## src/rtl/merge_sort_stream_if.sv

```systemverilog
// Stream bundle for merge_sort_stream: producer side (master) and sorter side (slave).
// Optional macro MERGE_SORT_STREAM_IDX_EN adds the out_idx arrival-position tag.
interface merge_sort_stream_if #(
  parameter int DW = 8,
  parameter int N  = 8
);
  localparam int IW = $clog2(N);

  logic          mode_desc;
  logic          in_valid;
  logic          in_ready;
  logic [DW-1:0] in_data;
  logic          out_valid;
  logic          out_ready;
  logic [DW-1:0] out_data;
  logic          out_last;
  logic          busy;
`ifdef MERGE_SORT_STREAM_IDX_EN
  logic [IW-1:0] out_idx;

  modport master (
    output mode_desc, in_valid, in_data, out_ready,
    input  in_ready, out_valid, out_data, out_last, busy, out_idx
  );
  modport slave (
    input  mode_desc, in_valid, in_data, out_ready,
    output in_ready, out_valid, out_data, out_last, busy, out_idx
  );
`else
  modport master (
    output mode_desc, in_valid, in_data, out_ready,
    input  in_ready, out_valid, out_data, out_last, busy
  );
  modport slave (
    input  mode_desc, in_valid, in_data, out_ready,
    output in_ready, out_valid, out_data, out_last, busy
  );
`endif
endinterface

```

## src/rtl/merge_sort_stream.sv

```systemverilog
// Bottom-up merge sorter: load N words, merge in ping-pong buffers, stream the sorted frame out.
// Optional macro MERGE_SORT_STREAM_IDX_EN carries each word's arrival index through the sort.
module merge_sort_stream #(
  parameter int DW = 8,
  parameter int N  = 8
) (
  input  logic                 clk,
  input  logic                 rst_n,
  merge_sort_stream_if.slave   stream
);
  localparam int              IW    = $clog2(N);
  localparam logic [IW-1:0]   LAST  = IW'(N - 1);
  localparam logic [IW:0]     HALF  = (IW + 1)'(N / 2);
  localparam logic [IW:0]     ONE_W = (IW + 1)'(1);
  localparam logic [IW-1:0]   ONE_I = IW'(1);

  typedef enum logic [1:0] {LOAD, SORT, DRAIN} state_t;
  state_t state, state_nxt;

  logic [DW-1:0] buf0 [N];
  logic [DW-1:0] buf1 [N];

  logic [IW-1:0] wr_cnt, rd_cnt, l, k;
  logic [IW:0]   width, i, j;
  logic          src_sel, desc;
  logic          out_valid_q, out_last_q;
  logic [DW-1:0] out_data_q;

  logic          load_fire, out_fire;
  logic [IW-1:0] left_idx, right_idx;
  logic [DW-1:0] left_val, right_val, sel_val, drain_val;
  logic          left_ok, right_ok, take_left, run_done, pass_done, last_pass;

`ifdef MERGE_SORT_STREAM_IDX_EN
  logic [IW-1:0] tag0 [N];
  logic [IW-1:0] tag1 [N];
  logic [IW-1:0] left_tag, right_tag, sel_tag, drain_tag, out_idx_q;
`endif

  assign load_fire = (state == LOAD) && stream.in_valid;
  assign out_fire  = out_valid_q && stream.out_ready;

  // Merge step: left run is src[l..l+width-1], right run follows it.
  always_comb begin
    left_idx  = l + IW'(i);
    right_idx = l + IW'(width) + IW'(j);
    left_val  = src_sel ? buf1[left_idx]  : buf0[left_idx];
    right_val = src_sel ? buf1[right_idx] : buf0[right_idx];
    drain_val = src_sel ? buf1[rd_cnt]    : buf0[rd_cnt];
    left_ok   = i < width;
    right_ok  = j < width;
    // Ties go left so equal keys keep arrival order.
    take_left = left_ok && (!right_ok ||
                (desc ? (left_val >= right_val) : (left_val <= right_val)));
    sel_val   = take_left ? left_val : right_val;
    run_done  = (i + j + ONE_W) == (width << 1);
    pass_done = k == LAST;
    last_pass = width == HALF;
  end

`ifdef MERGE_SORT_STREAM_IDX_EN
  always_comb begin
    left_tag  = src_sel ? tag1[left_idx]  : tag0[left_idx];
    right_tag = src_sel ? tag1[right_idx] : tag0[right_idx];
    drain_tag = src_sel ? tag1[rd_cnt]    : tag0[rd_cnt];
    sel_tag   = take_left ? left_tag : right_tag;
  end
`endif

  always_ff @(posedge clk or negedge rst_n) begin
    if (!rst_n) state <= LOAD;
    else        state <= state_nxt;
  end

  // NOTE: every signal assigned in this block gets a default first so no latch is inferred.
  always_comb begin
    state_nxt = state;
    unique case (state)
      LOAD:    if (load_fire && wr_cnt == LAST)  state_nxt = SORT;
      SORT:    if (pass_done && last_pass)       state_nxt = DRAIN;
      DRAIN:   if (out_fire && out_last_q)       state_nxt = LOAD;
      default:                                   state_nxt = LOAD;
    endcase
  end

  // NOTE: the buffers are never reset; stale contents are always overwritten before being read.
  always_ff @(posedge clk) begin
    if (load_fire) begin
      buf0[wr_cnt] <= stream.in_data;
`ifdef MERGE_SORT_STREAM_IDX_EN
      tag0[wr_cnt] <= wr_cnt;
`endif
    end else if (state == SORT) begin
      if (src_sel) buf0[k] <= sel_val;
      else         buf1[k] <= sel_val;
`ifdef MERGE_SORT_STREAM_IDX_EN
      if (src_sel) tag0[k] <= sel_tag;
      else         tag1[k] <= sel_tag;
`endif
    end
  end

  always_ff @(posedge clk or negedge rst_n) begin
    if (!rst_n) begin
      wr_cnt      <= '0;
      rd_cnt      <= '0;
      l           <= '0;
      k           <= '0;
      width       <= '0;
      i           <= '0;
      j           <= '0;
      src_sel     <= 1'b0;
      desc        <= 1'b0;
      out_valid_q <= 1'b0;
      out_last_q  <= 1'b0;
      out_data_q  <= '0;
`ifdef MERGE_SORT_STREAM_IDX_EN
      out_idx_q   <= '0;
`endif
    end else begin
      unique case (state)
        LOAD: if (load_fire) begin
          if (wr_cnt == '0) desc <= stream.mode_desc;
          wr_cnt <= wr_cnt + ONE_I;
          if (wr_cnt == LAST) begin
            wr_cnt  <= '0;
            width   <= ONE_W;
            l       <= '0;
            i       <= '0;
            j       <= '0;
            k       <= '0;
            src_sel <= 1'b0;
          end
        end
        SORT: begin
          k <= k + ONE_I;
          if (take_left) i <= i + ONE_W;
          else           j <= j + ONE_W;
          if (run_done) begin
            l <= l + IW'(width << 1);
            i <= '0;
            j <= '0;
          end
          if (pass_done) begin
            src_sel <= ~src_sel;
            width   <= width << 1;
            l       <= '0;
            k       <= '0;
          end
        end
        DRAIN: begin
          // rd_cnt indexes the next word to move into the output register.
          if (!out_valid_q || (out_fire && !out_last_q)) begin
            out_valid_q <= 1'b1;
            out_data_q  <= drain_val;
            out_last_q  <= rd_cnt == LAST;
            rd_cnt      <= rd_cnt + ONE_I;
`ifdef MERGE_SORT_STREAM_IDX_EN
            out_idx_q   <= drain_tag;
`endif
          end else if (out_fire) begin
            out_valid_q <= 1'b0;
            out_last_q  <= 1'b0;
            out_data_q  <= '0;
            rd_cnt      <= '0;
`ifdef MERGE_SORT_STREAM_IDX_EN
            out_idx_q   <= '0;
`endif
          end
        end
        default: ;
      endcase
    end
  end

  assign stream.in_ready  = state == LOAD;
  assign stream.busy      = state != LOAD;
  assign stream.out_valid = out_valid_q;
  assign stream.out_data  = out_data_q;
  assign stream.out_last  = out_last_q;
`ifdef MERGE_SORT_STREAM_IDX_EN
  assign stream.out_idx   = out_idx_q;
`endif

endmodule

```

## src/flat_wrapper.sv

```systemverilog
// flat-port wrapper written by rule: the top's interface ports become plain ports
module merge_sort_stream_flat 
#(
  parameter int DW = 8,
  parameter int N  = 8
)
  (clk, rst_n, stream_mode_desc, stream_in_valid, stream_in_data, stream_out_ready, stream_in_ready, stream_out_valid, stream_out_data, stream_out_last, stream_busy);
  merge_sort_stream_if #(.DW(DW), .N(N)) stream_i ();
  input  logic clk;
  input  logic rst_n;
  input wire logic [$bits(stream_i.mode_desc)-1:0] stream_mode_desc;
  input wire logic [$bits(stream_i.in_valid)-1:0] stream_in_valid;
  input wire logic [$bits(stream_i.in_data)-1:0] stream_in_data;
  input wire logic [$bits(stream_i.out_ready)-1:0] stream_out_ready;
  output wire logic [$bits(stream_i.in_ready)-1:0] stream_in_ready;
  output wire logic [$bits(stream_i.out_valid)-1:0] stream_out_valid;
  output wire logic [$bits(stream_i.out_data)-1:0] stream_out_data;
  output wire logic [$bits(stream_i.out_last)-1:0] stream_out_last;
  output wire logic [$bits(stream_i.busy)-1:0] stream_busy;
  assign stream_i.mode_desc = stream_mode_desc;
  assign stream_i.in_valid = stream_in_valid;
  assign stream_i.in_data = stream_in_data;
  assign stream_i.out_ready = stream_out_ready;
  assign stream_in_ready = stream_i.in_ready;
  assign stream_out_valid = stream_i.out_valid;
  assign stream_out_data = stream_i.out_data;
  assign stream_out_last = stream_i.out_last;
  assign stream_busy = stream_i.busy;
  merge_sort_stream #(.DW(DW), .N(N)) u_core (.clk(clk), .rst_n(rst_n), .stream(stream_i));
endmodule
```

## config.mk

```make
export PLATFORM = sky130hd
export DESIGN_NAME = merge_sort_stream_flat
export DESIGN_NICKNAME = d
export VERILOG_FILES = /design/src/rtl/merge_sort_stream_if.sv /design/src/rtl/merge_sort_stream.sv /design/src/flat_wrapper.sv
export SDC_FILE = /design/constraint.sdc
export NUM_CORES = 1
export LEC_CHECK = 0
export ABC_AREA = 1
export CAP_MARGIN = 20
export CORE_MARGIN = 4
export CORE_UTILIZATION = 60
export DETAILED_ROUTE_END_ITERATION = 10
export GPL_TIMING_DRIVEN = 0
export PLACE_DENSITY = 0.8
export RECOVER_POWER = 100
export SLEW_MARGIN = 30
export SYNTH_ARGS = -nofsm -noshare
export SYNTH_HDL_FRONTEND = slang
export SYNTH_SLANG_ARGS = --single-unit
```

## constraint.sdc

```tcl
create_clock -name clk -period 4.95 [get_ports clk]
set_clock_uncertainty 0.1 [all_clocks]
set_input_delay 0.99 -clock clk [delete_from_list [all_inputs] [get_ports clk]]
set_output_delay 0.99 -clock clk [all_outputs]
set_load 0.03 [all_outputs]
```

==> reports/summary.md, run 1 <==
TritonCTS built the clock tree. For the worst-skew pair, the clock arrives at the later sink with an insertion delay of 0.45 ns. For the initial antenna violation count, the log shows 0. Post-CTS timing repair inserted 0 buffers for setup. The post-detailed-route DRC marker count came out at 0. Number of top-level pins: 25. The layer flagged by global routing as most heavily used is met2. The run gives 48 as the cell row count. The transition at the pin with the smallest max-transition slack was 1.40 ns; the count of antenna-violating nets left after detailed routing was 0. Commonest non-fill, non-tap cell in the layout: sky130_fd_sc_hd__nand2_1.

Adding up every negative setup slack in the final design gives 0 ns. The share of cells above drive strength 1 works out to 0.0802. The run gives 9904 as the via count of the first global-routing pass. Root buffer cell: sky130_fd_sc_hd__clkbuf_16. The synthesized instance count was 1365. Summed over all nets, the half-perimeter wirelength after detailed placement is 27.6 mm.

The count of max-cap constraint violations came out at 0. The largest net degree at the start of global routing is 26. The final count of hold timing violations came out at 0. The tools report the launch point of the worst reg-to-reg path as u_core.width[1]$_DFFE_PN0P_. The total routing resource utilization after global routing came out at 0.394. Count of antenna diodes in the layout: 0. Synthesis produced a netlist with a net count of 1411.

The run finished with clean final reports. Setup violations remaining at the end of the flow were counted as 0. The effective utilization at floorplan is 0.610. The worst setup path is captured at a flop. The layout-stage area growth over the synthesis result came out at 10.4%. The number of optimization iterations in the first detailed-route pass is 7, and the clock net sink count is 165. Dividing the detail-routed wire length by the instance count gives 23.4 um. Clock-pin slew was measured on the worst setup and hold paths at 0.07 ns.

The first-pass GRT wire length is 57.9 mm, and the total of warnings raised by yosys is 0. The critical path in this run is classified as reg2reg. After the first detailed-routing iteration, the DRC count stood at 2052. The clock tree synthesis step divided the H-tree into 4 levels.

For the data required time of the worst path, the log shows 4.98 ns. The met2 capacity usage during global routing was 0.578; the count of pins over their slew limit was 0. The top cell types in the final layout, fill and taps aside, are 422 x sky130_fd_sc_hd__nand2_1, 136 x sky130_fd_sc_hd__nand3_1, 134 x sky130_fd_sc_hd__o21ai_0. The logs give 0.519 for the met1 track demand over resource in global routing and 1455 for the final-stage net count.

Routability-driven placement finished with a final weighted congestion of 1.11. Setup repair after global routing left no endpoint under its margin. In the routed layout, each cell is associated on average with a via count of 6.42. Clock tree synthesis inserted a total of 17 buffers. The buffer depth of the longest clock path is 2, and the sequential element share of the synthesized area is 0.455. The region available for standard cell placement spans 0.0172 mm^2.

The logs give 0.119 for the met3 capacity usage during global routing and 0.0643 for the max-slew headroom at the worst pin. The achievable frequency was 208 MHz. Counting I/O delays and the setup requirement, the final critical path takes 4.81 ns. The register bit total from synthesis is 165, and the die footprint is 0.0196 mm^2.

The per-instance average area after synthesis works out to 7.68 um^2. The worst hold path belongs to the class reg2reg. At the worst endpoint, the arrival time is 4.84 ns.

The largest fanout on the critical path is 10. The die is 140 um tall. The run gives 0.0105 mm^2 as the area of the mapped netlist.

The worst setup path is launched from a flop. The total overflow left after global routing is 0. The netlist uses 45 different library cells. For this block, the via count after detailed routing is 10579.

In this run the most critical hold path is launched from u_core.stream.out_data[0]$_DFFE_PN0P_. The port buffer count was 24. For this block, the routed nets add up to 38.6 mm of wire. Measured along the x axis, the die boundary spans 140 um. The share of the clock period used by the worst path after layout was 0.971. The launch point of the worst path was u_core.width[1]$_DFFE_PN0P_.
## per-layer routing
layer  vias to the layer above  wire [um]
met3                       211       5420
met2                       861      16600
met5                         -          0
li1                       4658          -
met1                      4849      14000
met4                         0       2660
## sequential cells by signal, indices dropped and copies added, names as in the netlist
register and count:
u_core.stream.out_last 1, u_core.stream.out_valid 1, u_core.buf1 64, u_core.i 4
u_core.state 2, u_core.k 3, u_core.wr_cnt 3, u_core.j 4
u_core.l 2, u_core.desc 1, u_core.buf0 64, u_core.src_sel 1
u_core.rd_cnt 3, u_core.stream.out_data 8, u_core.width 4
## cells in the mapped netlist, drive strengths merged
master  count  share of area
a31oi       1         0.0020
a211oi      1        0.00072
nor3        2        0.00096
edfxtp    128           0.37
xnor2       2         0.0017
ha         31          0.037
nor2      117          0.047
o221ai      9         0.0075
clkbuf     32          0.012
o211ai     14          0.010
a22oi       1        0.00072
and2        8         0.0048
o21ai     144          0.069
a22o        1        0.00084
nand4       2         0.0012
o22ai       2         0.0012
nand3b      2         0.0018
clkinv      2        0.00072
inv       110          0.040
dfrtp      37          0.088
nand3     138          0.067
buf        43          0.024
fa          2         0.0038
a21o        2         0.0014
nand2     433           0.16
a21oi      96          0.047
o31ai       1        0.00072
xor2        4         0.0033
## critical path, cell delays in order, from the launching register on
cell and delay [ns]:
sky130_fd_sc_hd__dfrtp_1 0.46, sky130_fd_sc_hd__inv_1 0.17, sky130_fd_sc_hd__fa_1 0.52, sky130_fd_sc_hd__inv_1 0.04, sky130_fd_sc_hd__ha_1 0.33, sky130_fd_sc_hd__inv_2 0.21, sky130_fd_sc_hd__clkbuf_2 0.28, sky130_fd_sc_hd__nand3_1 0.10
sky130_fd_sc_hd__o21ai_0 0.14, sky130_fd_sc_hd__nand2_1 0.09, sky130_fd_sc_hd__nand3_1 0.10, sky130_fd_sc_hd__nand2_1 0.07, sky130_fd_sc_hd__inv_2 0.06, sky130_fd_sc_hd__ha_1 0.24, sky130_fd_sc_hd__nand2_1 0.13, sky130_fd_sc_hd__inv_1 0.08
sky130_fd_sc_hd__nand2_1 0.07, sky130_fd_sc_hd__nand2_1 0.05, sky130_fd_sc_hd__nand2_1 0.07, sky130_fd_sc_hd__nand2_1 0.06, sky130_fd_sc_hd__nand2_1 0.11, sky130_fd_sc_hd__nand3_4 0.19, sky130_fd_sc_hd__nand2_2 0.18, sky130_fd_sc_hd__clkbuf_8 0.21
sky130_fd_sc_hd__nand2_1 0.07, sky130_fd_sc_hd__nand3_1 0.13, sky130_fd_sc_hd__nand2_1 0.22
## cells by family (layout without fill, tap and decap cells)
kind of cell,count (synthesis),count (layout),share of synthesized area
flops,165,165,0.455
xor+xnor,6,6,0.00501
buf+inv,187,244,0.0773
simple gates,702,702,0.280
fa+ha+maj,33,33,0.0408
compound gates,272,272,0.142
## final cells by class
| type | count | area (um^2) |
|---|---|---|
| sequential | 165 | 4770 |
| fill | 1494 | 5610 |
| clock buffer | 19 | 453 |
| buffer | 75 | 399 |
| inverter | 112 | 423 |
| tap | 225 | 282 |
| clock inverter | 13 | 115 |
| multi-input combinational | 1013 | 4890 |
| timing repair buffer | 25 | 238 |
## stage by stage
step	utilization	setup WS (ns)	hold WS [ns]	std cells	instance area (um^2)
global placement	0.640	-0.314	0.363	1614	11000
global route	0.674	0.00965	0.413	1647	11600
finish	0.674	0.142	0.382	1647	11600
CTS	0.675	0.0189	0.333	1647	11600
floorplan	-	1.02	0.381	1365	10500
detailed placement	0.641	-0.398	0.367	1615	11000
## repair_timing
item	CTS	global route
hold endpoints to repair	0	0
hold buffers	0	0
resized for setup	6	12
setup endpoints to repair	128	120
## path summary, 6_finish.rpt
| kind | endpoint | slack [ns] | depth (start not counted) |
|---|---|---|---|
| setup / recovery | u_core.buf0[1][3]$_DFFE_PP_ | 0.14 | 26 |
| hold / removal | u_core.stream.out_data[0]$_DFFE_PN0P_ | 0.38 | 2 |
| setup reg to reg | u_core.buf0[1][3]$_DFFE_PP_ | 0.14 | 26 |
| hold reg to reg | u_core.stream.out_data[0]$_DFFE_PN0P_ | 0.38 | 2 |
| max in group asynchronous | u_core.j[1]$_DFFE_PN0P_ | 2.45 | 2 |
| min in group asynchronous | u_core.wr_cnt[1]$_DFFE_PN0P_ | 0.46 | 1 |
Power of run 1 is not shown: default switching activity piles up to over one toggle a cycle in this logic, so the estimate is an artifact.
==> run 2: changes to the inputs <==
--- a/config.mk
+++ b/config.mk
@@ -10,8 +10,9 @@
 export CORE_MARGIN = 4
 export CORE_UTILIZATION = 60
 export DETAILED_ROUTE_END_ITERATION = 10
+export DONT_BUFFER_PORTS = 1
 export GPL_TIMING_DRIVEN = 0
-export PLACE_DENSITY = 0.8
+export PLACE_DENSITY = 0.78
 export RECOVER_POWER = 100
 export SLEW_MARGIN = 30
 export SYNTH_ARGS = -nofsm -noshare
==> run 2 against run 1 <==
The flow now finishes with violations (design-rule violations). Via count is essentially flat. Non-clock buffer count shrank 25. Hold slack lost 0.25 ns.
==> reports/summary.md, run 2 (same netlist as run 1, synthesis figures left out) <==
The run finished, with violations left. The final reports fail on design-rule violations. The logs give 59.0 mm for the first-pass GRT wire length and 0 for the count of max-cap constraint violations.

The run gives 165 as the clock net sink count. No sink is reached through more buffers than the 2 on the longest clock path. The post-detailed-route DRC marker count was 4.

The number of top-level pins was 25; the total negative setup slack was 0 ns. In this run the worst path has a maximum fanout of 10. In this run the core area contains 48 standard-cell rows. STA classifies the critical path endpoint as a flop.

TritonCTS built the clock tree. The tightest min-delay check is of the in2async type. Leaving out fill and tap cells, the most frequent cell in the layout is sky130_fd_sc_hd__nand2_1.

Startpoint class of the critical path: a flop. The share of the clock period used by the worst path after layout is 0.961, and the critical path data arrival time is 4.83 ns. After floorplanning, the core was sized to cover 0.0172 mm^2. The share of cells above drive strength 1 was 0.0823; the via count of the first global-routing pass was 9821. The worst setup margin was 0.192 ns. From synthesis to final layout, the design area changed by 8.68%.

The worst register-to-register path has a setup slack of 0.19 ns. CTS placed an instance of sky130_fd_sc_hd__clkbuf_16 at the clock tree root. The logs give 1430 for the final-stage net count and 0 for the count of antenna-violating nets left after detailed routing.

The run gives 1511 as the count of fill cells added during filler insertion. Setup repair after global routing left no endpoint under its margin. The logs give 0.407 for the total routing resource utilization after global routing and 0.169 for the max-slew headroom at the worst pin. The tools report the largest net degree at the start of global routing as 38.

Initial antenna violation count: 0. The routed via count was 10583; the total wire length after detailed routing was 40.6 mm. The data required time of the worst path was 5.02 ns.

Using the TritonRoute via totals, the vias-per-cell ratio works out to 6.52. Clock latency on the worst-skew pair, taken at its later pin, is 0.44 ns. The final count of hold timing violations is 0.

The tools report the count of pins over their slew limit as 0. The port buffer count is 0, and the post-detailed-placement half-perimeter wirelength is 28.8 mm. Static timing analysis puts the maximum clock frequency at 210 MHz. The die covers 0.0196 mm^2. The worst path needs 4.76 ns of the cycle, external delays included. The first TritonRoute pass finished after 11 iterations.

Hold timing on the final database bottoms out at a slack of 0.135 ns. Routability-driven placement finished with a final weighted congestion of 1.08. In this run the vertical extent of the chip is 140 um. For the effective utilization at floorplan, the log shows 0.610. The floorplan step set the die width to 140 um. OpenSTA, run right after detailed placement, puts the worst setup slack at -0.435 ns.

The kind of critical path is reg2reg. The number of DRC markers after the initial detailed-route iteration is 1949, and the TritonCTS buffer count is 17. Post-CTS timing repair inserted 0 buffers for setup. After clock tree synthesis, the clock-pin slew on the worst setup and hold paths is 0.07 ns. Transition at the pin with the smallest max-transition slack: 1.24 ns. The run gives 4 as the number of levels in the clock H-tree.

The wire length per cell was 25.0 um. In the layout the commonest cells are 417 x sky130_fd_sc_hd__nand2_1, 136 x sky130_fd_sc_hd__o21ai_0, 135 x sky130_fd_sc_hd__nand3_1. Global routing finished with a remaining overflow of 0. Setup violations remaining at the end of the flow were counted as 0.
==> run 2: worst paths after layout <==
path / start / cells after the start / end
max: u_core.width[1]$_DFFE_PN0P_ / 21 / u_core.buf1[5][6]$_DFFE_PP_
min: rst_n / 0 / u_core.stream.out_data[4]$_DFFE_PN0P_
max reg2reg: u_core.width[1]$_DFFE_PN0P_ / 21 / u_core.buf1[5][6]$_DFFE_PP_
min reg2reg: u_core.desc$_DFFE_PN0P_ / 2 / u_core.desc$_DFFE_PN0P_
max in group asynchronous: rst_n / 0 / u_core.j[1]$_DFFE_PN0P_
min in group clk: u_core.desc$_DFFE_PN0P_ / 2 / u_core.desc$_DFFE_PN0P_
==> run 2: per-layer routing <==
metal | global-route usage | part of all wire
met5 | 0 | 0
met4 | 0.238 | 0.079
met3 | 0.179 | 0.16
met2 | 0.585 | 0.41
met1 | 0.511 | 0.35
==> run 2: repair_timing <==
item	CTS	global route
hold buffers	0	0
pin swaps	0	1
endpoints found under the setup margin	128	128
cloned	0	0
resized for setup	5	24
==> run 2: layout make-up <==
cell class,instances,area (um^2),share of cell area
antenna,1,2.50,0.000220
buffer,75,404,0.0355
clock buffer,21,450,0.0396
clock inverter,11,150,0.0132
inverter,112,425,0.0374
multi-input combinational,1013,4900,0.431
sequential,165,4770,0.419
tap,225,282,0.0247
==> run 2: through the flow <==
| step | area (um^2) | utilization | std cells |
|---|---|---|---|
| final | 11400 | 0.663 | 1623 |
| after global routing | 11400 | 0.663 | 1622 |
| after CTS | 11400 | 0.663 | 1622 |
| after detailed placement | 10800 | 0.627 | 1590 |
| after global placement | 10800 | 0.626 | 1590 |
| after floorplan | 10500 | - | 1365 |
==> run 2: critical path, stage by stage, from the launching register on <==
cell and delay, ns:
sky130_fd_sc_hd__dfrtp_1 0.43, sky130_fd_sc_hd__inv_1 0.15, sky130_fd_sc_hd__fa_1 0.52, sky130_fd_sc_hd__inv_1 0.04, sky130_fd_sc_hd__ha_2 0.38, sky130_fd_sc_hd__clkbuf_2 0.39, sky130_fd_sc_hd__nand3_1 0.14, sky130_fd_sc_hd__nand2_1 0.09
sky130_fd_sc_hd__nand2_1 0.06, sky130_fd_sc_hd__nand3_1 0.23, sky130_fd_sc_hd__nand2_1 0.11, sky130_fd_sc_hd__inv_2 0.08, sky130_fd_sc_hd__ha_1 0.24, sky130_fd_sc_hd__a21oi_1 0.16, sky130_fd_sc_hd__nand2_1 0.08, sky130_fd_sc_hd__nand2_1 0.07
sky130_fd_sc_hd__nand3_1 0.11, sky130_fd_sc_hd__nand3_4 0.20, sky130_fd_sc_hd__nand2_2 0.13, sky130_fd_sc_hd__clkbuf_8 0.22, sky130_fd_sc_hd__nand2_1 0.08, sky130_fd_sc_hd__and2_1 0.47
Power of run 2 is left out for the same reason.
==> run 3: changes to the inputs <==
--- a/config.mk
+++ b/config.mk
@@ -12,6 +12,7 @@
 export DETAILED_ROUTE_END_ITERATION = 10
 export DONT_BUFFER_PORTS = 1
 export GPL_TIMING_DRIVEN = 0
+export HOLD_SLACK_MARGIN = 0.06
 export PLACE_DENSITY = 0.78
 export RECOVER_POWER = 100
 export SLEW_MARGIN = 30
==> results of run 3 <==
Final layout, timing and power as in run 2 (identical DEF).
Power of run 3 is left out for the same reason.
